### src/rtl/param_seq_detector_if.sv
// Serial-bit input and match/display output bundle for param_seq_detector.
// Handshake: bit_in is consumed on every rising edge where bit_valid=1 (no backpressure, no ready); clear is a one-cycle synchronous strobe that wins over bit_valid.
interface param_seq_detector_if;
  logic        bit_in;
  logic        bit_valid;
  logic        clear;
  logic        match_pulse;
  logic [13:0] match_count;
  logic [3:0]  Anode_Activate;
  logic [6:0]  LED_out;

  modport master (
    output bit_in, bit_valid, clear,
    input  match_pulse, match_count, Anode_Activate, LED_out
  );

  modport slave (
    input  bit_in, bit_valid, clear,
    output match_pulse, match_count, Anode_Activate, LED_out
  );
endinterface

### src/rtl/param_seq_detector.sv
// Serial pattern detector with saturating match counter and optional 4-digit 7-segment display.
// Display logic is compiled in only when SEQ_DET_DISPLAY_EN is defined; otherwise all segments/anodes stay dark.
module param_seq_detector #(
  parameter int          PAT_LEN   = 4,
  parameter logic [15:0] PATTERN   = 16'h000B,
  parameter int          OVERLAP   = 1,
  parameter int          REFRESH_W = 20
) (
  input  logic                 clock_100Mhz,
  input  logic                 reset,
  param_seq_detector_if.slave  bus
);
  localparam logic [4:0]  FILL_FULL = 5'(PAT_LEN);
  localparam logic [4:0]  FILL_NEAR = 5'(PAT_LEN - 1);
  localparam logic [13:0] CNT_MAX   = 14'd9999;

  logic [PAT_LEN-1:0] hist;
  logic [PAT_LEN-1:0] hist_next;
  logic [4:0]         fill;
  logic [13:0]        count;
  logic               pulse;
  logic               hit;
  logic               count_inc;

  assign hist_next = {hist[PAT_LEN-2:0], bus.bit_in};
  assign hit       = bus.bit_valid && (fill >= FILL_NEAR) && (hist_next == PATTERN[PAT_LEN-1:0]);
  // Count saturates at 9999 but the pulse still reports every match.
  assign count_inc = hit && (count != CNT_MAX);

  always_ff @(posedge clock_100Mhz or posedge reset) begin
    if (reset) begin
      hist  <= '0;
      fill  <= '0;
      count <= '0;
      pulse <= 1'b0;
    end else if (bus.clear) begin
      hist  <= '0;
      fill  <= '0;
      count <= '0;
      pulse <= 1'b0;
    end else begin
      pulse <= hit;
      if (bus.bit_valid) begin
        if (hit && (OVERLAP == 0)) begin
          hist <= '0;
          fill <= '0;
        end else begin
          hist <= hist_next;
          if (fill != FILL_FULL) fill <= fill + 5'd1;
        end
      end
      if (count_inc) count <= count + 14'd1;
    end
  end

  assign bus.match_pulse = pulse;
  assign bus.match_count = count;

`ifdef SEQ_DET_DISPLAY_EN
  logic [REFRESH_W-1:0] refresh;
  logic [3:0][3:0]      bcd;
  logic [3:0][3:0]      bcd_next;
  logic                 carry;
  logic [1:0]           phase;
  logic [3:0]           digit;

  // Decimal ripple increment keeps the digits in step with count without a divider.
  always_comb begin
    bcd_next = bcd;
    carry    = 1'b1;
    for (int i = 0; i < 4; i++) begin
      if (carry) begin
        if (bcd[i] == 4'd9) begin
          bcd_next[i] = 4'd0;
        end else begin
          bcd_next[i] = bcd[i] + 4'd1;
          carry       = 1'b0;
        end
      end
    end
  end

  always_ff @(posedge clock_100Mhz or posedge reset) begin
    if (reset) begin
      refresh <= '0;
      bcd     <= '0;
    end else begin
      refresh <= refresh + 1'b1;
      if (bus.clear)      bcd <= '0;
      else if (count_inc) bcd <= bcd_next;
    end
  end

  assign phase = refresh[REFRESH_W-1 -: 2];

  always_comb begin
    bus.Anode_Activate = 4'b0111;
    digit              = bcd[3];
    case (phase)
      2'd0: begin bus.Anode_Activate = 4'b0111; digit = bcd[3]; end
      2'd1: begin bus.Anode_Activate = 4'b1011; digit = bcd[2]; end
      2'd2: begin bus.Anode_Activate = 4'b1101; digit = bcd[1]; end
      default: begin bus.Anode_Activate = 4'b1110; digit = bcd[0]; end
    endcase
  end

  always_comb begin
    bus.LED_out = 7'b0000001;
    case (digit)
      4'd0: bus.LED_out = 7'b0000001;
      4'd1: bus.LED_out = 7'b1001111;
      4'd2: bus.LED_out = 7'b0010010;
      4'd3: bus.LED_out = 7'b0000110;
      4'd4: bus.LED_out = 7'b1001100;
      4'd5: bus.LED_out = 7'b0100100;
      4'd6: bus.LED_out = 7'b0100000;
      4'd7: bus.LED_out = 7'b0001111;
      4'd8: bus.LED_out = 7'b0000000;
      4'd9: bus.LED_out = 7'b0000100;
      default: bus.LED_out = 7'b0000001;
    endcase
  end
`else
  assign bus.Anode_Activate = 4'b1111;
  assign bus.LED_out        = 7'b1111111;
`endif
endmodule

### src/flat_wrapper.sv
// flat-port wrapper written by rule: the top's interface ports become plain ports
module param_seq_detector_flat 
#(
  parameter int          PAT_LEN   = 4,
  parameter logic [15:0] PATTERN   = 16'h000B,
  parameter int          OVERLAP   = 1,
  parameter int          REFRESH_W = 20
)
  (clock_100Mhz, reset, bus_bit_in, bus_bit_valid, bus_clear, bus_match_pulse, bus_match_count, bus_Anode_Activate, bus_LED_out);
  param_seq_detector_if bus_i ();
  input  logic clock_100Mhz;
  input  logic reset;
  input wire logic [$bits(bus_i.bit_in)-1:0] bus_bit_in;
  input wire logic [$bits(bus_i.bit_valid)-1:0] bus_bit_valid;
  input wire logic [$bits(bus_i.clear)-1:0] bus_clear;
  output wire logic [$bits(bus_i.match_pulse)-1:0] bus_match_pulse;
  output wire logic [$bits(bus_i.match_count)-1:0] bus_match_count;
  output wire logic [$bits(bus_i.Anode_Activate)-1:0] bus_Anode_Activate;
  output wire logic [$bits(bus_i.LED_out)-1:0] bus_LED_out;
  assign bus_i.bit_in = bus_bit_in;
  assign bus_i.bit_valid = bus_bit_valid;
  assign bus_i.clear = bus_clear;
  assign bus_match_pulse = bus_i.match_pulse;
  assign bus_match_count = bus_i.match_count;
  assign bus_Anode_Activate = bus_i.Anode_Activate;
  assign bus_LED_out = bus_i.LED_out;
  param_seq_detector #(.PAT_LEN(PAT_LEN), .PATTERN(PATTERN), .OVERLAP(OVERLAP), .REFRESH_W(REFRESH_W)) u_core (.clock_100Mhz(clock_100Mhz), .reset(reset), .bus(bus_i));
endmodule
### config.mk
export PLATFORM = sky130hd
export DESIGN_NAME = param_seq_detector_flat
export DESIGN_NICKNAME = d
export VERILOG_FILES = /design/src/rtl/param_seq_detector_if.sv /design/src/rtl/param_seq_detector.sv /design/src/flat_wrapper.sv
export SDC_FILE = /design/constraint.sdc
export NUM_CORES = 1
export LEC_CHECK = 0
export ABC_AREA = 1
export BUFFER_PORTS_ARGS = -buffer_cell sky130_fd_sc_hd__buf_2
export CAP_MARGIN = 20
export CORE_ASPECT_RATIO = 0.5
export CORE_MARGIN = 3
export CORE_UTILIZATION = 50
export DETAILED_ROUTE_END_ITERATION = 12
export PLACE_DENSITY = 0.74
export SKIP_LAST_GASP = 1
export SLEW_MARGIN = 5
export SYNTH_ARGS = -nofsm -noshare
export SYNTH_HDL_FRONTEND = slang
export SYNTH_SLANG_ARGS = --single-unit
### constraint.sdc
create_clock -name clock_100Mhz -period 1.85 [get_ports clock_100Mhz]
set_clock_uncertainty 0.1 [all_clocks]
set_input_delay 0.185 -clock clock_100Mhz [delete_from_list [all_inputs] [get_ports clock_100Mhz]]
set_output_delay 0.185 -clock clock_100Mhz [all_outputs]
set_load 0.02 [all_outputs]
==> flow_metrics.py <==
metrics = {
    "clock_tree": {
        "cts_made_buffers": 3,
        "root_buffer": "clkbuf_8",
        "htreeDepth": 1,
        "cts_tree": "built",
        "cts.sinks": 23,
        "clk_pin_slew_ns": 0.09,
        "clk_path_buf_depth": 2,
        "clk_latency_ns": 0.28,
    },
    "floorplan": {
        "io_pins": 31,
        "die_w_um": 82.4,
        "initial_core_util_pct": 54.4,
        "core_area_um2": 2680,
        "rows": 13,
        "die_area_um2": 3640,
        "dieHeight_um": 44.2,
    },
    "critical_path": {
        "path_cells": "ha_1, inv_2, nor2_4, nand2_2, nor2_4, nor2_4, nor2_4, buf_12, nand2_1, nand2_1",
        "cp-end-kind": "flop",
        "cp-start-kind": "flop",
        "arrival_ns": 1.80,
        "required_ns": 1.97,
        "critPathMaxStageDelay_ns": 0.43,
        "critPathMaxFanout": 14,
        "timing.critical_path.buf_inv": 2,
        "crit_path_top_delay_cell": "dfrtp_1",
        "crit_path_frequent_cell": "nor2_4",
        "cp_top_family": "simple AND/OR/NAND/NOR gates",
        "crit_type": "reg2reg",
    },
    "cells_and_area": {
        "diodes": 0,
        "num-nets-final": 230,
        "syn2layout_area_growth_pct": 12.5,
        "post-route-util_pct": 61.2,
        "post_route_cells_drive_above_1_share_pct": 16.7,
    },
    "yosys": {
        "syn-instance-count": 196,
        "synth.area.top_cells": "dfrtp_1, nand2_1, nand3_1",
        "yosysSeqAreaShare_pct": 39.5,
        "synth_top_area_share_pct": 39.5,
        "synth_common_cells": "nand2_1, nand3_1, dfrtp_1, nor2_1, inv_1",
        "avgSynthCellArea_um2": 7.44,
        "synth_flop_cell": "dfrtp_1",
        "synth_cell_types": 23,
        "synth_top_area_cell": "dfrtp_1",
        "synthArstFlopShare_pct": 100,
        "ys_ff_latch": 23,
        "synth_edf_count": 0,
        "yosysWarnings": 0,
        "netlist_area_um2": 1460,
        "yosysMostFrequentCell": "nand2_1",
    },
    "grt": {
        "grt_max_degree": 24,
        "grt_pass1_wl_um": 4950,
        "antenna_found_initial": 0,
        "grtUsageTotal_pct": 18.3,
        "grt.overflow.total": 0,
        "grt_pass1_vias": 1092,
    },
    "timing": {
        "rsz0062_at_grt": "false",
        "setup_viol": 0,
        "fin_crit_ns": 1.68,
        "setup_slack_ns": 0.167,
        "finalCritPeriodShare_pct": 91.0,
        "fmax_ghz": 0.594,
        "slew_violations": 0,
        "hold_viol": 0,
        "fin_setup_tns_ns": 0,
        "hold_slack_ns": 0.0592,
    },
    "detailed_routing": {
        "wire_per_inst_um": 12.0,
        "drtIter0Drc": 65,
        "first_pass_iters": 6,
        "vias": 1358,
        "viasPerCell": 5.26,
        "drc": 0,
        "wl_um": 3100,
        "ant_nets": 0,
    },
    "place": {
        "place_ws_ns": 0.109,
        "place_congestion": 0.810,
        "portBuffers": 19,
        "dp_hpwl_um": 2120,
    },
    "pwr": {
        "leakagePower_uw": 0.000853,
        "max-vdd-ir-drop_uv": 308,
        "fin_total_pwr_uw": 963,
        "powerDensity_nw_per_um2": 587,
    },
    "outcome": {
        "outcome": "finished clean",
    },
    "worst_hold_path": {
        "min_path_type": "in2reg",
    },
    "flow_run": {
        "cap_viol_max_count": 0,
    },
}
where the power goes:
group	total [µW]	leakage (µW)	switching, µW	internal, µW
clock network	333	0.0000217	180	153
logic	104	0.000514	73.0	31.3
registers	526	0.000317	10.5	515
total	963	0.000853	264	699
layer usage:
metal | global-route usage [%] | wire (µm)
met2 | 28.5 | 1390
met3 | 4.88 | 187
met4 | 7.95 | 60
met1 | 24.2 | 1460
met5 | 0 | 0
worst reg2reg max path, cell delays in order, from the launching register on:
cell and delay, ns:
dfrtp_1 0.43, ha_1 0.21, inv_2 0.05, nor2_4 0.17
nand2_2 0.09, nor2_4 0.11, nor2_4 0.08, nor2_4 0.13
buf_12 0.14, nand2_1 0.05, nand2_1 0.06
registers in the layout, indices dropped and copies added (netlist names):
register / cells
u_core.bus.match_count: 14
u_core.bus.match_pulse: 1
u_core.fill: 5
u_core.hist: 3
layout by cell type (no fill, tap or decap):
master,count
dlygate4sd3_1,1
a21o_2,1
nand2_1,57
buf_4,4
or2_2,1
nor2_1,21
ha_1,3
nand3b_1,1
a21o_1,1
clkbuf_8,3
nand2_2,1
xnor2_1,1
buf_2,19
o21ai_0,7
nor2_4,4
nand3_1,24
a21oi_1,2
nand4_1,12
inv_1,17
xor2_1,3
buf_12,2
conb_1,11
clkinvlp_4,1
inv_2,1
dfrtp_1,23
layout make-up:
cell class                 count  area, µm²
inverter                      18       67.6
fill                         253       1040
timing repair buffer          26        175
tap                           37       46.3
clock inverter                 1       7.51
clock buffer                   3       41.3
sequential                    23        576
multi-input combinational    150        728
repair_timing:
item,CTS,global route
hold buffers,1,0
buffers inserted,0,3
hold endpoints to repair,23,0
setup endpoints to repair,0,14
gates resized for setup,0,0
cell families (layout without fill, tap and decap cells):
logic type | count (synthesis) | after routing | synth area share (%)
XOR/XNOR | 4 | 4 | 2.40
AND/OR/NAND/NOR | 121 | 121 | 37.9
flip-flops | 23 | 23 | 39.5
other | 1 | 11 | 0.257
adder cells (fa/ha/maj) | 3 | 3 | 2.57
AO/OA/AOI/OAI | 11 | 11 | 4.20
buffers and inverters | 33 | 48 | 13.2
stage by stage:
stage	cells	instance area, µm²
global route	258	1640
global placement	250	1540
finish	258	1640
floorplan	206	1500
detailed placement	250	1540
CTS	255	1590
worst paths after layout:
kind                                                 from                         end  slack, ns  cells past startpoint
worst max-delay path            u_core.bus.match_count[0]   u_core.bus.match_count[8]       0.17                     10
worst min-delay path                            bus_clear              u_core.hist[2]       0.06                      2
worst max register to register  u_core.bus.match_count[0]   u_core.bus.match_count[8]       0.17                     10
worst min register to register  u_core.bus.match_count[1]   u_core.bus.match_count[1]       0.43                      2
max in group asynchronous                           reset  u_core.bus.match_count[12]       1.03                      4
min in group asynchronous                           reset              u_core.fill[3]       0.39                      4
Note: power is estimated with default switching activity, not from simulation.
